$ cat src/rtl/csi2_pkt_parser.sv
// CSI-2 packet parser, byte-clock domain, 2-lane (16-bit) aligned stream.
// Decodes the 4-byte packet header, checks its ECC, emits short-packet
// events and long-packet payload beats, and discards CRC and filler.
module csi2_pkt_parser #(
  parameter int unsigned WC_W = 16
) (
  input  logic            byte_clk_i,
  input  logic            byte_rst_i,
  input  logic [15:0]     byte_data_i,
  input  logic            byte_valid_i,
  output logic            sp_en_o,
  output logic [5:0]      sp_dt_o,
  output logic [15:0]     sp_data_o,
  output logic            lp_en_o,
  output logic [5:0]      lp_dt_o,
  output logic [WC_W-1:0] lp_wc_o,
  output logic [1:0]      vc_o,
  output logic [15:0]     payload_o,
  output logic [1:0]      payload_be_o,
  output logic            mtvalid_o,
  output logic            ecc_err_o,
  output logic            trunc_err_o
);

  localparam logic [1:0] S_IDLE    = 2'd0;
  localparam logic [1:0] S_HDR     = 2'd1;
  localparam logic [1:0] S_PAYLOAD = 2'd2;
  localparam logic [1:0] S_SKIP    = 2'd3;

  localparam logic [WC_W-1:0] REM_ONE = WC_W'(1);
  localparam logic [WC_W-1:0] REM_TWO = WC_W'(2);

  logic [1:0]      r_state;
  logic [7:0]      r_di;
  logic [7:0]      r_wc_lsb;
  logic [WC_W-1:0] r_rem;

  logic            r_sp_en;
  logic [5:0]      r_sp_dt;
  logic [15:0]     r_sp_data;
  logic            r_lp_en;
  logic [5:0]      r_lp_dt;
  logic [WC_W-1:0] r_lp_wc;
  logic [1:0]      r_vc;
  logic [15:0]     r_payload;
  logic [1:0]      r_payload_be;
  logic            r_mtvalid;
  logic            r_ecc_err;
  logic            r_trunc_err;

  logic [23:0]     w_hdr;
  logic [15:0]     w_wc16;
  logic [WC_W-1:0] w_wc;
  logic [5:0]      w_p;
  logic [7:0]      w_ecc_exp;
  logic            w_ecc_ok;
  logic            w_short;

  assign w_wc16    = {byte_data_i[7:0], r_wc_lsb};
  assign w_wc      = WC_W'(w_wc16);
  assign w_hdr     = {w_wc16, r_di};
  assign w_ecc_exp = {2'b00, w_p};
  assign w_ecc_ok  = (w_ecc_exp == byte_data_i[15:8]);
  assign w_short   = (r_di[5:4] == 2'b00);

  // Header ECC parity bits over {WC MSB, WC LSB, DI}
  always_comb begin
    w_p = '0;
    w_p[0] = w_hdr[0]  ^ w_hdr[1]  ^ w_hdr[2]  ^ w_hdr[4]  ^ w_hdr[5]  ^
             w_hdr[7]  ^ w_hdr[10] ^ w_hdr[11] ^ w_hdr[13] ^ w_hdr[16] ^
             w_hdr[20] ^ w_hdr[21] ^ w_hdr[22] ^ w_hdr[23];
    w_p[1] = w_hdr[0]  ^ w_hdr[1]  ^ w_hdr[3]  ^ w_hdr[4]  ^ w_hdr[6]  ^
             w_hdr[8]  ^ w_hdr[10] ^ w_hdr[12] ^ w_hdr[14] ^ w_hdr[17] ^
             w_hdr[20] ^ w_hdr[21] ^ w_hdr[22] ^ w_hdr[23];
    w_p[2] = w_hdr[0]  ^ w_hdr[2]  ^ w_hdr[3]  ^ w_hdr[5]  ^ w_hdr[6]  ^
             w_hdr[9]  ^ w_hdr[11] ^ w_hdr[12] ^ w_hdr[15] ^ w_hdr[18] ^
             w_hdr[20] ^ w_hdr[21] ^ w_hdr[22];
    w_p[3] = w_hdr[1]  ^ w_hdr[2]  ^ w_hdr[3]  ^ w_hdr[7]  ^ w_hdr[8]  ^
             w_hdr[9]  ^ w_hdr[13] ^ w_hdr[14] ^ w_hdr[15] ^ w_hdr[19] ^
             w_hdr[20] ^ w_hdr[21] ^ w_hdr[23];
    w_p[4] = w_hdr[4]  ^ w_hdr[5]  ^ w_hdr[6]  ^ w_hdr[7]  ^ w_hdr[8]  ^
             w_hdr[9]  ^ w_hdr[16] ^ w_hdr[17] ^ w_hdr[18] ^ w_hdr[19] ^
             w_hdr[20] ^ w_hdr[22] ^ w_hdr[23];
    w_p[5] = w_hdr[10] ^ w_hdr[11] ^ w_hdr[12] ^ w_hdr[13] ^ w_hdr[14] ^
             w_hdr[15] ^ w_hdr[16] ^ w_hdr[17] ^ w_hdr[18] ^ w_hdr[19] ^
             w_hdr[21] ^ w_hdr[22] ^ w_hdr[23];
  end

  // Packet FSM, remaining-byte counter and all registered outputs
  always_ff @(posedge byte_clk_i or posedge byte_rst_i) begin
    if (byte_rst_i) begin
      r_state      <= S_IDLE;
      r_di         <= '0;
      r_wc_lsb     <= '0;
      r_rem        <= '0;
      r_sp_en      <= 1'b0;
      r_sp_dt      <= '0;
      r_sp_data    <= '0;
      r_lp_en      <= 1'b0;
      r_lp_dt      <= '0;
      r_lp_wc      <= '0;
      r_vc         <= '0;
      r_payload    <= '0;
      r_payload_be <= '0;
      r_mtvalid    <= 1'b0;
      r_ecc_err    <= 1'b0;
      r_trunc_err  <= 1'b0;
    end else begin
      r_sp_en      <= 1'b0;
      r_lp_en      <= 1'b0;
      r_ecc_err    <= 1'b0;
      r_trunc_err  <= 1'b0;
      r_mtvalid    <= 1'b0;
      r_payload_be <= '0;
      case (r_state)
        S_IDLE: begin
          if (byte_valid_i) begin
            r_di     <= byte_data_i[7:0];
            r_wc_lsb <= byte_data_i[15:8];
            r_state  <= S_HDR;
          end
        end
        S_HDR: begin
          if (!byte_valid_i) begin
            r_trunc_err <= 1'b1;
            r_state     <= S_IDLE;
          end else if (!w_ecc_ok) begin
            r_ecc_err <= 1'b1;
            r_state   <= S_SKIP;
          end else if (w_short) begin
            r_sp_en   <= 1'b1;
            r_sp_dt   <= r_di[5:0];
            r_sp_data <= w_wc16;
            r_vc      <= r_di[7:6];
            r_state   <= S_SKIP;
          end else begin
            r_lp_en <= 1'b1;
            r_lp_dt <= r_di[5:0];
            r_lp_wc <= w_wc;
            r_vc    <= r_di[7:6];
            r_rem   <= w_wc;
            r_state <= (w_wc == '0) ? S_SKIP : S_PAYLOAD;
          end
        end
        S_PAYLOAD: begin
          if (!byte_valid_i) begin
            r_trunc_err <= 1'b1;
            r_rem       <= '0;
            r_state     <= S_IDLE;
          end else begin
            r_payload <= byte_data_i;
            r_mtvalid <= 1'b1;
            if (r_rem > REM_ONE) begin
              r_payload_be <= 2'b11;
              r_rem        <= r_rem - REM_TWO;
              if (r_rem == REM_TWO) begin
                r_state <= S_SKIP;
              end
            end else begin
              r_payload_be <= 2'b01;
              r_rem        <= '0;
              r_state      <= S_SKIP;
            end
          end
        end
        default: begin
          if (!byte_valid_i) begin
            r_state <= S_IDLE;
          end
        end
      endcase
    end
  end

  assign sp_en_o      = r_sp_en;
  assign sp_dt_o      = r_sp_dt;
  assign sp_data_o    = r_sp_data;
  assign lp_en_o      = r_lp_en;
  assign lp_dt_o      = r_lp_dt;
  assign lp_wc_o      = r_lp_wc;
  assign vc_o         = r_vc;
  assign payload_o    = r_payload;
  assign payload_be_o = r_payload_be;
  assign mtvalid_o    = r_mtvalid;
  assign ecc_err_o    = r_ecc_err;
  assign trunc_err_o  = r_trunc_err;

endmodule

$ cat config.mk
export PLATFORM = sky130hd
export DESIGN_NAME = csi2_pkt_parser
export DESIGN_NICKNAME = d
export VERILOG_FILES = /design/src/rtl/csi2_pkt_parser.sv
export SDC_FILE = /design/constraint.sdc
export NUM_CORES = 1
export LEC_CHECK = 0
export ABC_AREA = 1
export CAP_MARGIN = 5
export CORE_MARGIN = 1
export CORE_UTILIZATION = 30
export DETAILED_ROUTE_END_ITERATION = 8
export PLACE_DENSITY = 0.51
export SYNTH_ARGS = -nofsm -noshare
export SYNTH_HDL_FRONTEND = slang
export SYNTH_SLANG_ARGS = --single-unit
$ cat constraint.sdc
create_clock -name byte_clk_i -period 3.14 [get_ports byte_clk_i]
set_clock_uncertainty 0.2 [all_clocks]
set_input_delay 0.471 -clock byte_clk_i [delete_from_list [all_inputs] [get_ports byte_clk_i]]
set_output_delay 0.471 -clock byte_clk_i [all_outputs]
set_load 0.05 [all_outputs]
---- Word-level counts from Yosys, hierarchy flattened ----
Index checks and enable logic that the tools add are counted.
operators by class
  $add $sub $neg .......................... 1
  $lt $le $gt $ge ......................... 1
  equality and inequality tests ........... 10
  mux-type cells .......................... 34
  bitwise gates (word level) .............. 74
  reduce and logical (&&, ||, !) cells .... 12
operators by type and width
  cell                                                                               number
  16-bit 2-to-1 mux                                                                  5
  1-bit XOR                                                                          73
  16-bit one-hot mux with 2 select lines                                             1
  1-bit 2-to-1 mux                                                                   18
  2-bit 2-to-1 mux                                                                   9
  16-bit by 2-bit equality test with 1-bit output (second input constant)            1
  16-bit by 1-bit greater-than comparator with 1-bit output (second input constant)  1
  16-bit logical NOT                                                                 1
  16-bit by 2-bit subtractor with 16-bit output (second input constant)              1
  4-bit AND reduction                                                                3
  6-bit by 8-bit equality test with 1-bit output                                     1
  2-bit inequality test (second input constant)                                      4
  2-bit one-hot mux with 3 select lines                                              1
  3-bit AND reduction                                                                2
  2-bit logical NOT                                                                  2
  4-bit by 1-bit inequality test with 1-bit output (second input constant)           1
  4-bit inequality test (second input constant)                                      1
  2-bit AND reduction                                                                2
  2-bit by 1-bit equality test with 1-bit output (second input constant)             1
  2-bit equality test (second input constant)                                        1
  2-bit nonzero test                                                                 1
  2-bit OR reduction                                                                 1
  1-bit inverter                                                                     1
word-level totals
  register bits ........................... 103
  input port bits ......................... 19

---- Logic depth before layout (Yosys ltp) ----
  depth after elaboration ................. 17
  mapped depth ............................ 21

---- Worst setup path before layout ----
Ideal clock, no wire load.
  kind .................................... flip-flop to flip-flop
  from .................................... register r_di[4]
  to ...................................... register r_sp_data[10] (netlist: sp_data_o[10])
  library setup time ...................... 0.119 ns
  data arrival time ....................... 2.130 ns
  path slack .............................. 0.690 ns
  stages on the path, launching flop included .. 19
  buffers on the path ..................... 1
  period minus slack after synthesis ...... 2.450 ns
  cells stage by stage .................... dfrtp_1 inv_1 ha_1 inv_1 nand2_1 nand2_1 nand2_1 nand2_1 xnor2_1 nand2_1 nand2_1 nand3_2 nor2_8 nand3_2 nor2_4 nand2_2 buf_6 nand2_1 nand2_1
on the way
  cells in the longest elaborated chain, start to end .. 14
  elaborated cells on any way between the ends .. 37
  classes of those cells .................. 1 x eq/ne; 34 x bitwise; 2 x reduce/logical
ends and longest elaborated chain
  what                                            line  RTL
  start, declared                                 34    logic [7:0] r_di;
  start signal, assigned                          118   r_di <= byte_data_i[7:0];
  1-bit XOR (5 in a row)                          81    w_p[4] = w_hdr[4] ^ w_hdr[5] ^ w_hdr[6] ^ w_hdr[7] ^ w_hdr[8] ^
  1-bit XOR (5 in a row)                          82    w_hdr[9] ^ w_hdr[16] ^ w_hdr[17] ^ w_hdr[18] ^ w_hdr[19] ^
  1-bit XOR (2 in a row)                          83    w_hdr[20] ^ w_hdr[22] ^ w_hdr[23];
  6-bit by 8-bit equality test with 1-bit output  63    assign w_ecc_ok = (w_ecc_exp == byte_data_i[15:8]);
  4-bit AND reduction (no line) (*)               -
  end signal, assigned                            133   r_sp_data <= w_wc16;
  end, declared                                   40    logic [15:0] r_sp_data;
Every way passes the cells marked *; elsewhere a longest branch is shown, timed or not.
A chain may end at the register's enable or synchronous reset.

---- Final worst setup path ----
  from .................................... input port byte_data_i[6]
  to ...................................... register r_sp_data[4] (netlist: sp_data_o[4])
on the way
  cells in the longest elaborated chain, start to end .. 4
  elaborated cells on any way between the ends .. 11
  classes of those cells .................. 1 x eq/ne; 9 x bitwise; 1 x reduce/logical
ends and longest elaborated chain
  what                                                line  RTL
  start, declared                                     9     input logic [15:0] byte_data_i,
  1-bit XOR, on equally long branches (2 in a row)    -
  6-bit by 8-bit equality test with 1-bit output (*)  63
  4-bit AND reduction (no line) (*)                   -
Marks and branches as above.

==> impl_metrics.env <==
export IMPL_grt_max_degree=47
export IMPL_dr_max_layer_used="met4"
export IMPL_vias_per_cell=4.630
export IMPL_power_density_nw_per_um2=999.3
export IMPL_crit_fanout=23
export IMPL_fin_nets=917
export IMPL_cts_sinks=102
export IMPL_dr_wl_met2_mm=7.352
export IMPL_ir_drop_mv=0.5603
export IMPL_max_freq_mhz=350.5
export IMPL_cts_buffers=9
export IMPL_cts_root_buf="clkbuf_16"
export IMPL_clk_latency_ps=350
export IMPL_syn_avg_cell_area_um2=7.272
export IMPL_synth_area_leader_cell="dfrtp_1"
export IMPL_worst_slew_pin_transition_ps=756.1
export IMPL_initial_core_util=0.3065
export IMPL_route_met3_wl_um=746
export IMPL_synth_edff_count=0
export IMPL_rsz0062_at_grt="no"
export IMPL_ant_nets=0
export IMPL_die_height_um=140.5
export IMPL_drive_gt1_frac=0.1085
export IMPL_cts_tree="yes"
export IMPL_slew_headroom=0.4949
export IMPL_dr_total_vias=5223
export IMPL_syn_inst=791
export IMPL_critPathCapture="sp_data_o[4]"
export IMPL_syn_nets=817
export IMPL_cp_required_ps=3180
export IMPL_synth_compound_area_frac=0.05765
export IMPL_finalNonFillerCells=1128
export IMPL_min_delay_start="sp_data_o[15]"
export IMPL_grt_pass1_vias=4884
export IMPL_period_needed_ps=2853
export IMPL_synth_seq_area_share=0.4438
export IMPL_final_area_um2=7303
export IMPL_grt_antenna_before_repair=0
export IMPL_async_flop_share=1.000
export IMPL_antenna_cells=0
export IMPL_wirelength_mm=17.24
export IMPL_endpoint_kind="flip-flop"
export IMPL_ctsHoldBuffers=0
export IMPL_dp_cells=1114
export IMPL_synthMuxAreaShare=0
export IMPL_area_delta_synth_final_pct=26.97
export IMPL_arrival_ps=2890
export IMPL_min_path_type="reg -> reg"
export IMPL_synth_area_top_cells="dfrtp_1, nand2_1, nand3_1, inv_1, o21ai_0"
export IMPL_routedWlPerCell_um=15.29
export IMPL_ys_warn_count=0
export IMPL_drc=0
export IMPL_r2r_cells=18
export IMPL_cap_violations=0
export IMPL_clkSlewWorstSetupHoldPaths_ps=70
export IMPL_synth_top_family_by_area="simple AND/OR/NAND/NOR gates"
export IMPL_status="finished, final reports clean"
export IMPL_whs_ps=273.8
export IMPL_synth_seq_cells=102
export IMPL_route_layer_met1_wl_mm=8.744
export IMPL_timing_rr_end="sp_data_o[4]"
export IMPL_synth_cell_types=30
export IMPL_drt_initial_drc_count=308
export IMPL_overflow=0
export IMPL_slew_violations=0
export IMPL_fin_util=0.3891
export IMPL_htree_levels=3
export IMPL_grt_total_usage=0.1844
export IMPL_core_um2=18770
export IMPL_period_share=0.9086
export IMPL_synth_adder_area_share=0.01523
export IMPL_dr_pass1_iters=5
export IMPL_r2r_start="r_di[5]"
export IMPL_synth_common_cells="nand2_1, dfrtp_1, nand3_1"
export IMPL_fill_cells=1998
export IMPL_cp_startpoint="byte_data_i[6]"
export IMPL_netlist_area_leader_share=0.4438
export IMPL_synth_top_flop_cell="dfrtp_1"
export IMPL_syn_area_um2=5752
export IMPL_tns_ps=0
export IMPL_hold_viol=0
export IMPL_finalWeightedCongestion=0.8628
export IMPL_setup_viol=0
export IMPL_num_rows=50
export IMPL_die_x_um=140.5
export IMPL_synthXorXnorAreaFrac=0.03785
export IMPL_clk_path_buf_depth=2
export IMPL_synthMostInstantiatedCell="nand2_1"
export IMPL_path_class="in -> reg"
export IMPL_yosys_area_share_simple=0.3557
export IMPL_r2r_setup_slack_ps=350
export IMPL_io_pins=88
export IMPL_place_area_um2=7023
export IMPL_grt_pass1_wl_mm=27.57
export IMPL_worstSetupStartpointType="primary input"
export IMPL_multi_input_area_um2=2683
export IMPL_die_area_um2=19730
export IMPL_port_buffers=87
export IMPL_register_area_um2=2552
export IMPL_p_leak_nw=3.894
export IMPL_dpl_hpwl_mm=12.90
## where the power goes
group / switching [mW] / internal (mW)
clock: 0.491 / 0.605
sequential: 0.474 / 1.71
combinational: 2.66 / 1.36
total: 3.62 / 3.68
## per-layer routing
layer / vias to the layer above / global-route usage
met3: 23 / 0.02598
met1: 2393 / 0.2722
met2: 137 / 0.2711
met4: 0 / 0.06922
li1: 2670 / -
met5: - / 0
## how the worst min path moves through the flow
stage                    endpoint  cells past startpoint
finish              sp_data_o[15]                      2
global route           lp_dt_o[3]                      2
CTS                 sp_data_o[15]                      2
detailed placement  sp_data_o[10]                      2
global placement       lp_dt_o[3]                      2
floorplan                r_rem[0]                      2
## cells by family after synthesis
group,Yosys count
xor gates and xnor gates,24
DFF,102
and+or+nand+nor,473
adders and majority gates,7
AOI/OAI and AO/OA,63
buffers and inverters,122
## state kept, by name, indices dropped and copies added (netlist names)
signal and count:
payload_o 16, vc_o 2, ecc_err_o 1, sp_dt_o 6, r_wc_lsb 8, lp_en_o 1, r_rem 16, trunc_err_o 1
r_di 8, sp_data_o 16, lp_dt_o 6, lp_wc_o 16, mtvalid_o 1, payload_be_o 1, r_state 2, sp_en_o 1
## critical path, cell delays in order
cell             delay, ps
clkdlybuf4s50_1        650
inv_2                  130
nand2_4                110
nand2_4                 60
nand2_1                110
nand2_2                 90
xor2_2                 160
nand3_1                 90
nand2_1                 90
inv_2                   60
nor2_8                 110
nand3_2                100
nor2_4                 130
nand2_2                290
nand2_1                160
nand2_1                 60
## what timing repair did
item	in CTS	in global routing
setup endpoints to repair	0	46
setup buffers	0	0
resized for setup	0	1
## layout by cell type, fill, tap and decap left out, drive strengths merged, types with 4 or more instances in the layout
| cell | netlist | layout |
|---|---|---|
| xnor2 | 10 | 10 |
| nor2 | 36 | 36 |
| nand4 | 4 | 4 |
| o21ai | 43 | 43 |
| nand2 | 332 | 332 |
| clkinv | 1 | 4 |
| nor3 | 4 | 4 |
| nand3 | 92 | 92 |
| a21oi | 8 | 8 |
| dfrtp | 102 | 102 |
| clkbuf | 14 | 9 |
| o22ai | 11 | 11 |
| ha | 7 | 7 |
| clkdlybuf4s50 | 0 | 86 |
| buf | 22 | 38 |
| inv | 85 | 84 |
| xor2 | 14 | 14 |
## layout make-up
class | instances | area share
inverters | 86 | 0.04471
well taps | 234 | 0.04009
multi-input cells | 567 | 0.3673
clock buffers | 9 | 0.03084
repair buffers | 125 | 0.1604
flip-flops and latches | 102 | 0.3495
clock inverters | 5 | 0.007195
## metrics by stage
stage | setup WS, ps | total power, mW
3_3_place_gp | -216.7 | 6.211
4_1_cts | 132.6 | 7.351
6_report | 286.9 | 7.298
2_1_floorplan | 690.5 | 5.038
5_1_grt | 51.52 | 7.900
3_5_place_dp | -232.6 | 6.226
Note: power is estimated with default switching activity, not from simulation.
==> patch, RTL diff (config.mk and constraints unchanged) <==
Add an input register stage for `byte_data_i` and `byte_valid_i`, without a reset; this delays them by one clock.
--- a/src/rtl/csi2_pkt_parser.sv
+++ b/src/rtl/csi2_pkt_parser.sv
@@ -32,2 +32,10 @@
 
+  logic [15:0] byte_data_q;
+  logic byte_valid_q;
+
+  always_ff @(posedge byte_clk_i) begin
+    byte_data_q  <= byte_data_i;
+    byte_valid_q <= byte_valid_i;
+  end
+
   logic [1:0]      r_state;
@@ -58,3 +66,3 @@
 
-  assign w_wc16    = {byte_data_i[7:0], r_wc_lsb};
+  assign w_wc16    = {byte_data_q[7:0], r_wc_lsb};
   assign w_wc      = WC_W'(w_wc16);
@@ -62,3 +70,3 @@
   assign w_ecc_exp = {2'b00, w_p};
-  assign w_ecc_ok  = (w_ecc_exp == byte_data_i[15:8]);
+  assign w_ecc_ok  = (w_ecc_exp == byte_data_q[15:8]);
   assign w_short   = (r_di[5:4] == 2'b00);
@@ -116,5 +124,5 @@
         S_IDLE: begin
-          if (byte_valid_i) begin
-            r_di     <= byte_data_i[7:0];
-            r_wc_lsb <= byte_data_i[15:8];
+          if (byte_valid_q) begin
+            r_di     <= byte_data_q[7:0];
+            r_wc_lsb <= byte_data_q[15:8];
             r_state  <= S_HDR;
@@ -123,3 +131,3 @@
         S_HDR: begin
-          if (!byte_valid_i) begin
+          if (!byte_valid_q) begin
             r_trunc_err <= 1'b1;
@@ -145,3 +153,3 @@
         S_PAYLOAD: begin
-          if (!byte_valid_i) begin
+          if (!byte_valid_q) begin
             r_trunc_err <= 1'b1;
@@ -150,3 +158,3 @@
           end else begin
-            r_payload <= byte_data_i;
+            r_payload <= byte_data_q;
             r_mtvalid <= 1'b1;
@@ -166,3 +174,3 @@
         default: begin
-          if (!byte_valid_i) begin
+          if (!byte_valid_q) begin
             r_state <= S_IDLE;
Function: changed (Yosys sat finds a counterexample within 4 cycles, from zero or initial values and one cycle with byte_rst_i high).
==> patch against the unedited design <==
Clock power is 66% higher; final area up 7.7%; count of clock-buffer cells in the layout grew 10; total power rose by 14%; wire length increased by 2.7%; worst setup slack better by 0.061 ns; non-clock buffer count shrank 10; synthesized area grew 6.0%; sequential cell count increased by 17; combinational power about the same; die area grew 5.9%; hold slack got worse by 0.0077 ns; critical endpoint is now lp_wc_o[4].
==> patch: results (changes against the unedited design) <==
metric	value	unit	change
status	finished, final reports clean		unchanged
slew_headroom	54.2	%	was 49.5%
route.met2.wl	7.88	mm	was 7.35 mm
routed.top_layer	met4		unchanged
fin_nets	917		unchanged
synth_fp_nets	830		was 817
grt_antenna_before_repair	0		unchanged
drive_gt1_share	8.30	%	was 10.9%
h-tree-depth	4		was 3
post_cts_resized	0		unchanged
place_inst	1137		was 1114
slowest_stage	dfrtp_1		was clkdlybuf4s50_1
met1_length	8.76	mm	was 8.74 mm
async_flop_share	85.7	%	was 100%
synth_common_cells	nand2_1 (316), dfrtp_1 (102), inv_1 (71)		was nand2_1 (316), dfrtp_1 (102), nand3_1 (89)
synth-seq-area-share	47.4	%	was 44.4%
track_usage	18.2	%	was 18.4%
vias_per_cell	4.62		was 4.63
routed_wl	17.7	mm	was 17.2 mm
grt_pass1_wl	28.0	mm	was 27.6 mm
wl_per_cell	15.1	µm	was 15.3 µm
num_antenna_cells	0		unchanged
wl_met3	800	µm	was 746 µm
synthTopCellsByArea	dfrtp_1 (42%), nand2_1 (19%), dfxtp_1 (5.6%), nand4_1 (4.7%), inv_1 (4.4%)		was dfrtp_1 (44%), nand2_1 (21%), nand3_1 (7.7%), inv_1 (4.4%), o21ai_0 (3.7%)
port_buffers	87		unchanged
clkTransAtPathRegs	0.06	ns	
critical_path_arrival	2.90	ns	was 2.89 ns
p_leak	0.00407	µW	was 0.00389 µW
clock_latency	0.42	ns	was 0.35 ns
dp_hpwl	12.8	mm	was 12.9 mm
gp_congestion	0.866		was 0.863
crit_fanout	23		unchanged
clockBufferDepth	2		unchanged
ir_drop	0.000552	V	was 0.000560 V
drtIter0Drc	323		was 308
root_buffer	clkbuf_16		unchanged
synth_cell_types	32		was 30
grt_max_degree	64		was 47
worstHoldPathType	register to register		unchanged
grt_pass1_vias	4967		was 4884
max_stage_delay	0.50	ns	was 0.65 ns
post-cts-setup-buffer-count	0		unchanged
fillers	2062		was 1998
numCtsBuffers	17		was 9
first_pass_iters	5		unchanged
avgSynthCellArea	7.58	µm²	was 7.27 µm²
p_sw	3900	µW	was 3620 µW
yosysWarnings	0		unchanged
patch: changes by cell type in the layout (fill, tap and decap cells not counted), sizes merged, moves of 10 or more:
cell    change
nand4      +42
clkbuf     +10
nand2      -10
xor2       +10
buf        -10
nand3      -42
dfxtp      +17
patch: worst paths after layout:
check,startpoint,to,slack [ns],cells after the start
max,r_di[5],lp_wc_o[4],0.35,18
min,sp_dt_o[0],sp_dt_o[0],0.27,2
max reg2reg,r_di[5],lp_wc_o[4],0.35,18
min reg2reg,sp_dt_o[0],sp_dt_o[0],0.27,2
max in group asynchronous,byte_rst_i,payload_be_o[1],2.10,3
min in group asynchronous,byte_rst_i,lp_wc_o[4],0.29,3
patch: stage by stage:
stage          setup WS [ns]  instance area, µm²  util, %  hold WS, ns
6_report               0.348                7860     39.9        0.266
3_3_place_gp           0.430                7300     37.0        0.256
3_5_place_dp           0.370                7300     37.0        0.259
5_1_grt               0.0443                7860     39.9        0.285
2_1_floorplan          0.692                6100        -        0.243
4_1_cts                0.354                7860     39.9        0.274
patch: cell families after synthesis:
| logic type | Yosys count | synth area share [%] |
|---|---|---|
| fa+ha+maj | 7 | 1.44 |
| flops | 119 | 47.4 |
| simple gates | 466 | 32.6 |
| compound gates | 57 | 5.05 |
| buf+inv | 121 | 8.60 |
| xor+xnor | 34 | 4.88 |
patch: metal layers:
layer,vias up,GRT usage (%)
met2,139,27.5
li1,2738,-
met5,-,0
met4,0,6.48
met3,20,3.71
met1,2502,25.6
patch: final cells by class:
type / instances / area [µm²] / share of cell area (%)
Multi-Input combinational cell: 564 / 2680 / 34.1
Clock inverter: 13 / 95.1 / 1.21
Timing Repair Buffer: 115 / 1120 / 14.2
Inverter: 74 / 282 / 3.58
Tap cell: 265 / 332 / 4.22
Sequential cell: 119 / 2890 / 36.8
Clock buffer: 19 / 464 / 5.90
patch: worst max-delay path, delay by kind of cell, from the launching register on:
family / cells / cell delay, ns
simple gates: 14 / 1.10
flops: 1 / 0.50
xor+xnor: 1 / 0.16
fa+ha+maj: 1 / 0.34
buf+inv: 2 / 0.36
patch: power groups by stage:
stage / logic, µW / clock network [µW] / registers (µW)
5_1_grt: 4550 / 1940 / 2510
3_5_place_dp: 4030 / 0 / 2480
3_3_place_gp: 3980 / 0 / 2490
6_report: 4020 / 1830 / 2460
4_1_cts: 4050 / 1880 / 2460
2_1_floorplan: 2520 / 0 / 2870
